File: src/rtl/ladybird_irq_controller_pkg.sv
// Shared constants, register map and state encoding for the ladybird interrupt controller.
package ladybird_config;

   localparam int unsigned IRQ_ADDR_W = 4;
   localparam int unsigned IRQ_DATA_W = 32;
   // Wide enough for a source index up to 31.
   localparam int unsigned IRQ_IDX_W  = 5;

   localparam logic [IRQ_ADDR_W-1:0] IRQ_ENABLE_ADDR    = 4'h0;
   localparam logic [IRQ_ADDR_W-1:0] IRQ_PRIO_ADDR      = 4'h1;
   localparam logic [IRQ_ADDR_W-1:0] IRQ_THRESHOLD_ADDR = 4'h2;
   localparam logic [IRQ_ADDR_W-1:0] IRQ_CLAIM_ADDR     = 4'h3;
   localparam logic [IRQ_ADDR_W-1:0] IRQ_COMPLETE_ADDR  = 4'h4;
   localparam logic [IRQ_ADDR_W-1:0] IRQ_PENDING_ADDR   = 4'h5;
   localparam logic [IRQ_ADDR_W-1:0] IRQ_EDGE_ADDR      = 4'h6;

   typedef enum logic [1:0] {
      IDLE    = 2'd0,
      PENDING = 2'd1,
      CLAIMED = 2'd2,
      DONE    = 2'd3
   } irq_state_t;

   // Register port request payload.
   typedef struct packed {
      logic                  we;
      logic [IRQ_ADDR_W-1:0] addr;
      logic [IRQ_DATA_W-1:0] wdata;
   } irq_reg_req_t;

endpackage

File: src/rtl/ladybird_irq_controller_arbiter.sv
// Combinational priority select: highest priority eligible source wins, ties to lowest index.
module ladybird_irq_arbiter
   import ladybird_config::*;
#(
   parameter int unsigned N_SRC  = 8,
   parameter int unsigned PRIO_W = 2
) (
   input  logic [N_SRC-1:0]        eligible,
   input  logic [N_SRC*PRIO_W-1:0] prio,
   output logic                    valid,
   output logic [IRQ_IDX_W-1:0]    idx
);

   logic [PRIO_W-1:0] best_prio;

   // Ascending scan with strict compare keeps the lowest index on ties.
   always_comb begin
      valid     = 1'b0;
      idx       = '0;
      best_prio = '0;
      for (int unsigned i = 0; i < N_SRC; i++) begin
         if (eligible[i] && (!valid || (prio[i*PRIO_W +: PRIO_W] > best_prio))) begin
            valid     = 1'b1;
            idx       = IRQ_IDX_W'(i);
            best_prio = prio[i*PRIO_W +: PRIO_W];
         end
      end
   end

endmodule

File: src/rtl/ladybird_irq_controller.sv
// Ladybird interrupt controller: per-source enable/priority/threshold, claim/complete
// handshake to the core and one-hot completion pulse back to the peripheral.
// Optional build macro LADYBIRD_IRQ_EDGE_EN adds per-source rising-edge capture (register 0x6).
module ladybird_irq_controller
   import ladybird_config::*;
#(
   parameter int unsigned N_SRC  = 8,
   parameter int unsigned PRIO_W = 2
) (
   input  logic                  clk,
   input  logic                  nrst,
   input  logic [N_SRC-1:0]      src_pending,
   output logic [N_SRC-1:0]      src_complete,
   output logic                  irq,
   input  logic                  core_complete,
   input  logic                  req,
   input  logic                  we,
   input  logic [IRQ_ADDR_W-1:0] addr,
   input  logic [IRQ_DATA_W-1:0] wdata,
   output logic [IRQ_DATA_W-1:0] rdata,
   output logic                  ack
);

   localparam int unsigned PRIO_BITS = N_SRC * PRIO_W;

   irq_reg_req_t           bus_req;
   irq_state_t             state_q, state_d;
   logic [IRQ_IDX_W-1:0]   claimed_q, claimed_d;
   logic [N_SRC-1:0]       enable_q;
   logic [PRIO_BITS-1:0]   prio_q;
   logic [PRIO_W-1:0]      thresh_q;
   logic [N_SRC-1:0]       src_eff;
   logic [N_SRC-1:0]       eligible;
   logic                   win_valid;
   logic [IRQ_IDX_W-1:0]   win_idx;
   logic                   wr_en, rd_en, claim_ok, cmp_wr, completion;
   logic [IRQ_DATA_W-1:0]  rd_val;
   logic                   irq_q, ack_q;
   logic [N_SRC-1:0]       src_complete_q;
   logic [IRQ_DATA_W-1:0]  rdata_q;

   assign bus_req = '{we: we, addr: addr, wdata: wdata};

   // Access decode; a claim only succeeds in PENDING with a live winner.
   always_comb begin
      wr_en      = req & bus_req.we;
      rd_en      = req & ~bus_req.we;
      claim_ok   = rd_en && (bus_req.addr == IRQ_CLAIM_ADDR) && (state_q == PENDING) && win_valid;
      cmp_wr     = wr_en && (bus_req.addr == IRQ_COMPLETE_ADDR)
                   && (bus_req.wdata == (IRQ_DATA_W'(claimed_q) + IRQ_DATA_W'(1)));
      completion = core_complete | cmp_wr;
   end

`ifdef LADYBIRD_IRQ_EDGE_EN
   logic [N_SRC-1:0] edge_q, sticky_q, prev_q, sticky_d, clr_mask;

   // Sticky capture of rising edges; clear on claim, a same-cycle edge wins.
   always_comb begin
      clr_mask = claim_ok ? (N_SRC'(1) << win_idx) : '0;
      sticky_d = ((sticky_q & ~clr_mask) | (src_pending & ~prev_q)) & edge_q;
      src_eff  = (edge_q & sticky_q) | (~edge_q & src_pending);
   end

   // Edge-mode state registers.
   always_ff @(posedge clk) begin
      if (!nrst) begin
         edge_q   <= '0;
         sticky_q <= '0;
         prev_q   <= '0;
      end else begin
         prev_q   <= src_pending;
         sticky_q <= sticky_d;
         if (wr_en && (bus_req.addr == IRQ_EDGE_ADDR)) edge_q <= N_SRC'(bus_req.wdata);
      end
   end
`else
   // Level-sensitive sources only.
   always_comb src_eff = src_pending;
`endif

   // Per-source eligibility against enable and threshold.
   always_comb begin
      eligible = '0;
      for (int unsigned i = 0; i < N_SRC; i++) begin
         eligible[i] = src_eff[i] & enable_q[i] & (prio_q[i*PRIO_W +: PRIO_W] > thresh_q);
      end
   end

   ladybird_irq_arbiter #(
      .N_SRC  (N_SRC),
      .PRIO_W (PRIO_W)
   ) u_arbiter (
      .eligible (eligible),
      .prio     (prio_q),
      .valid    (win_valid),
      .idx      (win_idx)
   );

   // Next-state logic for the claim/complete handshake.
   always_comb begin
      state_d   = state_q;
      claimed_d = claimed_q;
      case (state_q)
         IDLE:    if (|eligible) state_d = PENDING;
         PENDING: begin
            if (claim_ok) begin
               state_d   = CLAIMED;
               claimed_d = win_idx;
            end else if (!(|eligible)) begin
               state_d = IDLE;
            end
         end
         CLAIMED: if (completion) state_d = DONE;
         DONE:    state_d = IDLE;
         default: state_d = IDLE;
      endcase
   end

   // State register and registered core/peripheral outputs.
   always_ff @(posedge clk) begin
      if (!nrst) begin
         state_q        <= IDLE;
         claimed_q      <= '0;
         irq_q          <= 1'b0;
         src_complete_q <= '0;
      end else begin
         state_q        <= state_d;
         claimed_q      <= claimed_d;
         irq_q          <= (state_d == PENDING);
         src_complete_q <= (state_d == DONE) ? (N_SRC'(1) << claimed_d) : '0;
      end
   end

   // Configuration register writes.
   always_ff @(posedge clk) begin
      if (!nrst) begin
         enable_q <= '0;
         prio_q   <= '0;
         thresh_q <= '0;
      end else if (wr_en) begin
         case (bus_req.addr)
            IRQ_ENABLE_ADDR:    enable_q <= N_SRC'(bus_req.wdata);
            IRQ_PRIO_ADDR:      prio_q   <= PRIO_BITS'(bus_req.wdata);
            IRQ_THRESHOLD_ADDR: thresh_q <= PRIO_W'(bus_req.wdata);
            default: ;
         endcase
      end
   end

   // Read mux; unmapped addresses and unused high bits read zero.
   always_comb begin
      rd_val = '0;
      case (bus_req.addr)
         IRQ_ENABLE_ADDR:    rd_val = IRQ_DATA_W'(enable_q);
         IRQ_PRIO_ADDR:      rd_val = IRQ_DATA_W'(prio_q);
         IRQ_THRESHOLD_ADDR: rd_val = IRQ_DATA_W'(thresh_q);
         IRQ_CLAIM_ADDR:     rd_val = claim_ok ? (IRQ_DATA_W'(win_idx) + IRQ_DATA_W'(1)) : '0;
         IRQ_PENDING_ADDR:   rd_val = IRQ_DATA_W'(src_eff);
`ifdef LADYBIRD_IRQ_EDGE_EN
         IRQ_EDGE_ADDR:      rd_val = IRQ_DATA_W'(edge_q);
`endif
         default:            rd_val = '0;
      endcase
   end

   // Single-cycle acknowledge with registered read data.
   always_ff @(posedge clk) begin
      if (!nrst) begin
         ack_q   <= 1'b0;
         rdata_q <= '0;
      end else begin
         ack_q   <= req;
         rdata_q <= rd_en ? rd_val : '0;
      end
   end

   assign irq          = irq_q;
   assign src_complete = src_complete_q;
   assign ack          = ack_q;
   assign rdata        = rdata_q;

endmodule

File: config.mk
export PLATFORM = sky130hd
export DESIGN_NAME = ladybird_irq_controller
export DESIGN_NICKNAME = d
export VERILOG_FILES = /design/src/rtl/ladybird_irq_controller_pkg.sv /design/src/rtl/ladybird_irq_controller_arbiter.sv /design/src/rtl/ladybird_irq_controller.sv
export SDC_FILE = /design/constraint.sdc
export NUM_CORES = 1
export LEC_CHECK = 0
export BUFFER_PORTS_ARGS = -buffer_cell sky130_fd_sc_hd__buf_4
export CORE_MARGIN = 4
export CORE_UTILIZATION = 54
export CTS_CLUSTER_DIAMETER = 30
export DETAILED_ROUTE_END_ITERATION = 7
export GPL_ROUTABILITY_DRIVEN = 0
export PLACE_DENSITY = 0.93
export SYNTH_ARGS = -nofsm -noshare
export SYNTH_HDL_FRONTEND = slang
export SYNTH_HIERARCHICAL = 1
export SYNTH_SLANG_ARGS = --single-unit
File: constraint.sdc
create_clock -name clk -period 12.2 [get_ports clk]
set_input_delay 1.83 -clock clk [delete_from_list [all_inputs] [get_ports clk]]
set_output_delay 1.83 -clock clk [all_outputs]
set_load 0.02 [all_outputs]
Yosys cells after proc, flatten, opt, wreduce, memory -nomap -nowiden
Cells that the tools add are included.
- register bits: 75
- latch bits: 0
- memories: 0
- bits of input ports: 49
- memory bits (writable): 0
- output and inout bits: 42
- ROM bits: 0
- word-level logic and storage cells: 123
- mux-type cells: 31
- equal/unequal tests: 11
- reductions and logical operators: 34
- bitwise gates (word level): 20
- shift operators: 1
- $add $sub $neg: 2
- magnitude comparators: 15
- div/mod/pow operators: 0
- multiply operators: 0
- operator list (operator ; number):
    $pmux 16 s5 ; 1
    $eq 32x6->1 ; 1
    $gt 2x2->1 ; 15
    $mux 2 ; 13
    $and 1x1->1 ; 18
    $add 5x1->6 const B ; 2
    $logic_and 1x1->1 ; 12
    $mux 3 ; 4
    $mux 5 ; 2
    $reduce_and 2->1 ; 5
    $mux 1 ; 9
    $eq 4x2->1 const B ; 2
    $eq 4x3->1 const B ; 2
    $pmux 2 s4 ; 1
    $reduce_or 8->1 ; 1
    $shl 1x5->8 const A ; 1
    $logic_not 1->1 ; 7
    $logic_or 1x1->1 ; 7
    $eq 2x2->1 const B ; 3
    $mux 6 ; 1
    $eq 2x1->1 const B ; 2
    $eq 4x1->1 const B ; 1
    $logic_not 4->1 ; 1
    $logic_not 2->1 ; 1
    other kinds (2) ; 2

Longest topological paths before layout
- word-level depth: 36
- mapped depth: 56
- gate-level depth less buffers: 56

Cells and area by module
Netlist, hierarchy kept.
- by module, submodules not included (module ; seq. area each (um2) ; area each (um2) ; cells an instance ; instances):
    ladybird_irq_controller ; 1181.1 ; 3035.4 ; 349 ; 1
    ladybird_irq_arbiter ; 0.0 ; 703.2 ; 100 ; 1

Least setup slack after synthesis
No wires, ideal clock.
- path type: input-to-reg
- start: input port src_pending[0]
- end: register src_complete_q[5] (netlist: src_complete[5])
- setup slack: 1.965 ns
- library setup time: 0.080 ns
- stages: 48
- buffers on the path: 0
- data arrival time: 10.155 ns
- required time: 12.120 ns
- cells stage by stage: o2111ai_1 inv_1 nand2_1 ha_1 and2b_1 o211ai_2 nand2_1 o21ai_0 ha_1 nor2_1 nor2_1 a311oi_1 o21a_2 mux2_4 ha_1 nor2_1 a21oi_2 a21bo_2 [12 not listed] o22ai_1 a21o_1 o21ai_1 ha_1 nand2_1 o21ai_0 a21boi_2 mux2_1 ha_1 nor2b_1 o21ai_0 o21ai_0 a21oi_1 o31ai_1 nor3_1 a21oi_1 or3_1 nor3b_1
- elaborated cells on any way between the ends: 63
- those cells by class: 7 x order compare; 1 x eq/ne; 1 x shift; 28 x mux; 2 x bitwise; 24 x reduce/logical
- RTL lines (what ; line ; source):
    start: declaration ; ladybird_irq_controller.sv:12 ; input logic [N_SRC-1:0] src_pending,
    $and 1x1->1 * (2 in series) ; ladybird_irq_controller.sv:85 ; eligible[i] = src_eff[i] & enable_q[i] & (prio_q[i*PRIO_W +: PRIO_W] > thresh_q);
    via eligible[0] ; ladybird_irq_controller.sv:33 ; logic [N_SRC-1:0] eligible;
    $mux 2 or $mux 1 (tied branches) ; ladybird_irq_controller_arbiter.sv:22 ; if (eligible[i] && (!valid || (prio[i*PRIO_W +: PRIO_W] > best_prio))) begin
    $gt 2x2->1 or $logic_not 1->1 (tied branches) ; ladybird_irq_controller_arbiter.sv:22 ;
    $logic_or 1x1->1 ; ladybird_irq_controller_arbiter.sv:22 ;
    $logic_and 1x1->1 ; ladybird_irq_controller_arbiter.sv:22 ;
    $mux 2 or $mux 1 (tied branches) ; ladybird_irq_controller_arbiter.sv:22 ;
    $gt 2x2->1 or $logic_not 1->1 (tied branches) ; ladybird_irq_controller_arbiter.sv:22 ;
    [19 not listed] ; n/a ;
    $gt 2x2->1 or $logic_not 1->1 (tied branches) ; ladybird_irq_controller_arbiter.sv:22 ;
    $logic_or 1x1->1 ; ladybird_irq_controller_arbiter.sv:22 ;
    $logic_and 1x1->1 ; ladybird_irq_controller_arbiter.sv:22 ;
    $mux 3 * ; ladybird_irq_controller_arbiter.sv:22 ;
    via win_idx[1] ; ladybird_irq_controller.sv:35 ; logic [IRQ_IDX_W-1:0] win_idx;
    $mux 5 * ; ladybird_irq_controller.sv:106 ; if (claim_ok) begin
    $mux 5 * ; ladybird_irq_controller.sv:103 ; case (state_q)
    $shl 1x5->8 * ; ladybird_irq_controller.sv:130 ; src_complete_q <= (state_d == DONE) ? (N_SRC'(1) << claimed_d) : '0;
    end signal: assignment ; ladybird_irq_controller.sv:130 ;
    end: declaration ; ladybird_irq_controller.sv:39 ; logic [N_SRC-1:0] src_complete_q;
Mark *: on every way through the listed nets, which the timed path passes. The rest lies on a longest branch.
A chain may end at the register's enable or synchronous reset.

Worst setup path after layout
Same ends and word-level chain as after synthesis.

==> qor.csv <==
metric,value,unit
result of the run,"finished, final reports clean",
Syn-to-layout area delta,20.2,%
crit-path max cell delay,0.43,ns
number of distinct library cells after synthesis,66,
highest-delay cell along the critical path,o22ai_1,
leading post-synthesis cells by cell area,"dfxtp_1 (32%), ha_1 (9.4%), nand2_1 (7.4%)",
total number of clock tree sinks,59,
Final Cycle Share,93.7,%
"count of placed standard cells in the final layout, fillers left out",608,
post-CTS setup-driven buffer insertion count,0,
sink of the worst hold path,prio_q[0],
final clock skew,0.00562,ns
cell count of the worst reg-to-reg path,50,
count of TritonRoute iterations in the first routing pass,6,
via count of the first global-routing pass,3518,
First DRT Iteration DRCs,423,
synthesized area,3740,sq um
origin of the critical flop-to-flop path,thresh_q[1],
Die Height,91.2,um
post-synth top area cell,dfxtp_1,
grt peak-use layer,met2,
Async SR Flop Fraction,0,%
port bufs,74,
Setup CP Type,input port to flip-flop,
final global-route overflow total,0,
GR Util met3,7.71,%
Antenna diodes,0,
met2 GRT Util,44.5,%
core region area,6760,sq um
met1 demand-to-capacity share in global routing,30.4,%
count of nets left with antenna violations after detail routing,0,
slew at the pin closest to its max-slew limit,1.01,ns
category of the worst setup path capture point,flip-flop,
worst-skew pair later-pin latency,0.35,ns
Wirelength per Cell,17.7,um
number of cell rows,30,
highest attainable clock frequency,87.5,MHz
horizontal die dimension,91.2,um
worst relative slew slack,32.3,%
wire length of the first global-routing pass,17200,um
clock tree root buffer cell,clkbuf_8,
startpoint of the lowest-slack hold path,prio_q[0],
maximum number of pins on one net before global-route repair,37,
Resized Gates After CTS,0,
Tightest Hold Check Type,flip-flop to flip-flop,
total number of yosys warnings,6,
share of post-route cells with drive strength above 1,20.8,%
dominant synthesized flop cell,dfxtp_1,
total die area,8320,sq um
number of storage elements in the synthesis netlist,59,
synthesized area per cell,8.33,sq um
setup violation total in the final timing report,0,
total routing usage reported by global routing,25.8,%
setup slack of the most critical reg-to-reg path,1.21,ns
Setup TNS Final,0,ns
"Data arrival, critical path",11.69,ns
routed wire length,10700,um
number of enable-type register cells in the synthesized netlist,0,
cell area after placement,4300,sq um
worst reg2reg path endpoint,src_complete[5],
DP Cell Count,592,
clock tree from TritonCTS,built,
final instance area,4490,sq um
placed wire-length estimate,7880,um
number of vias in the routed layout,3667,
final net count,600,
top-level I/O count,91,
cell count after synthesis,449,
P_leak,1.90,nW
Crit path top cell by count,ha_1,
TritonCTS buffer count,9,
antenna violations before repair,0,
Critical Path RT,12.46,ns
remaining routing DRC violations,0,
PD cells,90.2,nW/um^2
Crit Path Max Fanout,8,
time the worst path needs with I/O delays and setup,11.43,ns
peak ir drop on the vdd network,0.0768,mV
nature of the critical path startpoint,input port,
clock slew seen by the registers of the worst setup and hold paths,0.07,ns
Starting Density,55.3,%
Post-CTS Hold Fix Bufs,0,
Final Max Tran Viols,0,
utilization of the core after routing,66.5,%
max-capacitance violation count,0,
"buffers from clock root to sink, at most",2,
# H-tree levels,3,
"Seq/Total Area, Yosys",31.6,%
endpoints failing hold,0,
setup repair after global routing missed its margin,no,
ratio of routed vias to standard cells,6.03,
Hold Path Cell Cnt,2,
area share of the leading cell type in the synthesized netlist,31.6,%
## cell type report
class | instances | area [sq um]
multi-input combinational | 345 | 2320
sequential | 59 | 1180
fill | 541 | 2260
clock inverter | 5 | 52.6
timing repair buffer | 77 | 578
inverter | 31 | 116
tap | 80 | 100
clock buffer | 11 | 141
## worst max path at each step
stage / from / end / slack [ns] / cells after the start
after floorplan: src_pending[0] / src_complete[5] / 1.97 / 48
after global placement: src_pending[0] / src_complete[5] / 1.40 / 48
after detailed placement: src_pending[0] / src_complete[4] / 0.81 / 48
after CTS: src_pending[0] / src_complete[5] / 1.03 / 48
after global routing: src_pending[0] / src_complete[5] / 0.13 / 48
final: src_pending[0] / src_complete[5] / 0.77 / 48
## power breakdown
group / leakage [nW] / total (mW) / switching [mW] / internal (mW)
Sequential: 0.475 / 0.194 / 0.000994 / 0.193
Clock: 0.0991 / 0.177 / 0.0780 / 0.0987
Combinational: 1.32 / 0.0342 / 0.0185 / 0.0157
Total: 1.90 / 0.405 / 0.0975 / 0.308
## worst max-delay path, delay by kind of cell
kind / cells / cell delay [ns]
AOI/OAI and AO/OA: 24 / 4.76
muxes: 2 / 0.69
buffers and inverters: 2 / 0.33
adders and majority gates: 7 / 1.87
and+or+nand+nor: 13 / 2.19
## logic make-up after synthesis
family / share of synthesized area, %
XOR/XNOR: 2.34
flip-flops: 31.6
AO/OA/AOI/OAI: 19.4
other: 0.201
adder cells (fa/ha/maj): 9.37
multiplexers: 3.65
AND/OR/NAND/NOR: 25.5
buffers and inverters: 8.00
## sequential cells by signal (all words and copies together) (netlist names)
signal        count
claimed_q         5
thresh_q          2
irq               1
enable_q          8
rdata            16
state_q           2
ack               1
prio_q           16
src_complete      8
## per-layer routing
layer  vias to the layer above  part of all wire, %  routed length [um]
met5                         -                    0                   0
met4                         0                  2.7                 287
met3                        38                   11                1190
met2                       235                   48                5150
met1                      1691                   38                4110
li1                       1703                    -                   -
## synth_stat cells (all sizes together) (2+ instances only)
master / count
nand3: 9
a21o: 3
nand2: 74
o21bai: 2
a31oi: 3
nor2: 15
mux2i: 11
o31ai: 2
nor4: 9
a222oi: 7
mux2: 2
a22oi: 4
nor2b: 23
o2111ai: 10
nand2b: 4
xnor2: 6
o22ai: 2
clkbuf: 10
and3: 7
conb: 2
o211ai: 5
and2: 14
inv: 31
a21oi: 15
nand4: 4
or3: 5
dfxtp: 59
nor4b: 2
ha: 28
a211oi: 2
o21ai: 10
o21a: 2
buf: 20
a21boi: 21
nor3: 4
nor3b: 6
xor2: 4
## cells in the final DEF (no fill, tap or decap), types with 10 or more instances in the layout
| master | Yosys | routed |
|---|---|---|
| nor2b_1 | 23 | 23 |
| dfxtp_1 | 59 | 59 |
| nand2_1 | 74 | 74 |
| and2_1 | 13 | 13 |
| conb_1 | 2 | 18 |
| nor2_1 | 15 | 15 |
| clkbuf_8 | 0 | 10 |
| ha_1 | 28 | 28 |
| a21boi_0 | 20 | 20 |
| buf_4 | 18 | 77 |
| inv_1 | 31 | 31 |
| mux2i_1 | 11 | 11 |
| o2111ai_1 | 10 | 10 |
| a21oi_1 | 14 | 14 |
## metrics by stage
stage	setup WS, ns	power, mW	hold slack, ns
3_5_place_dp	0.808	0.232	0.487
2_1_floorplan	1.97	0.217	0.459
4_1_cts	1.03	0.405	0.496
6_report	0.773	0.405	0.498
5_1_grt	0.133	0.416	0.537
3_3_place_gp	1.40	0.231	0.490
Note: power is estimated with default switching activity, not from simulation.
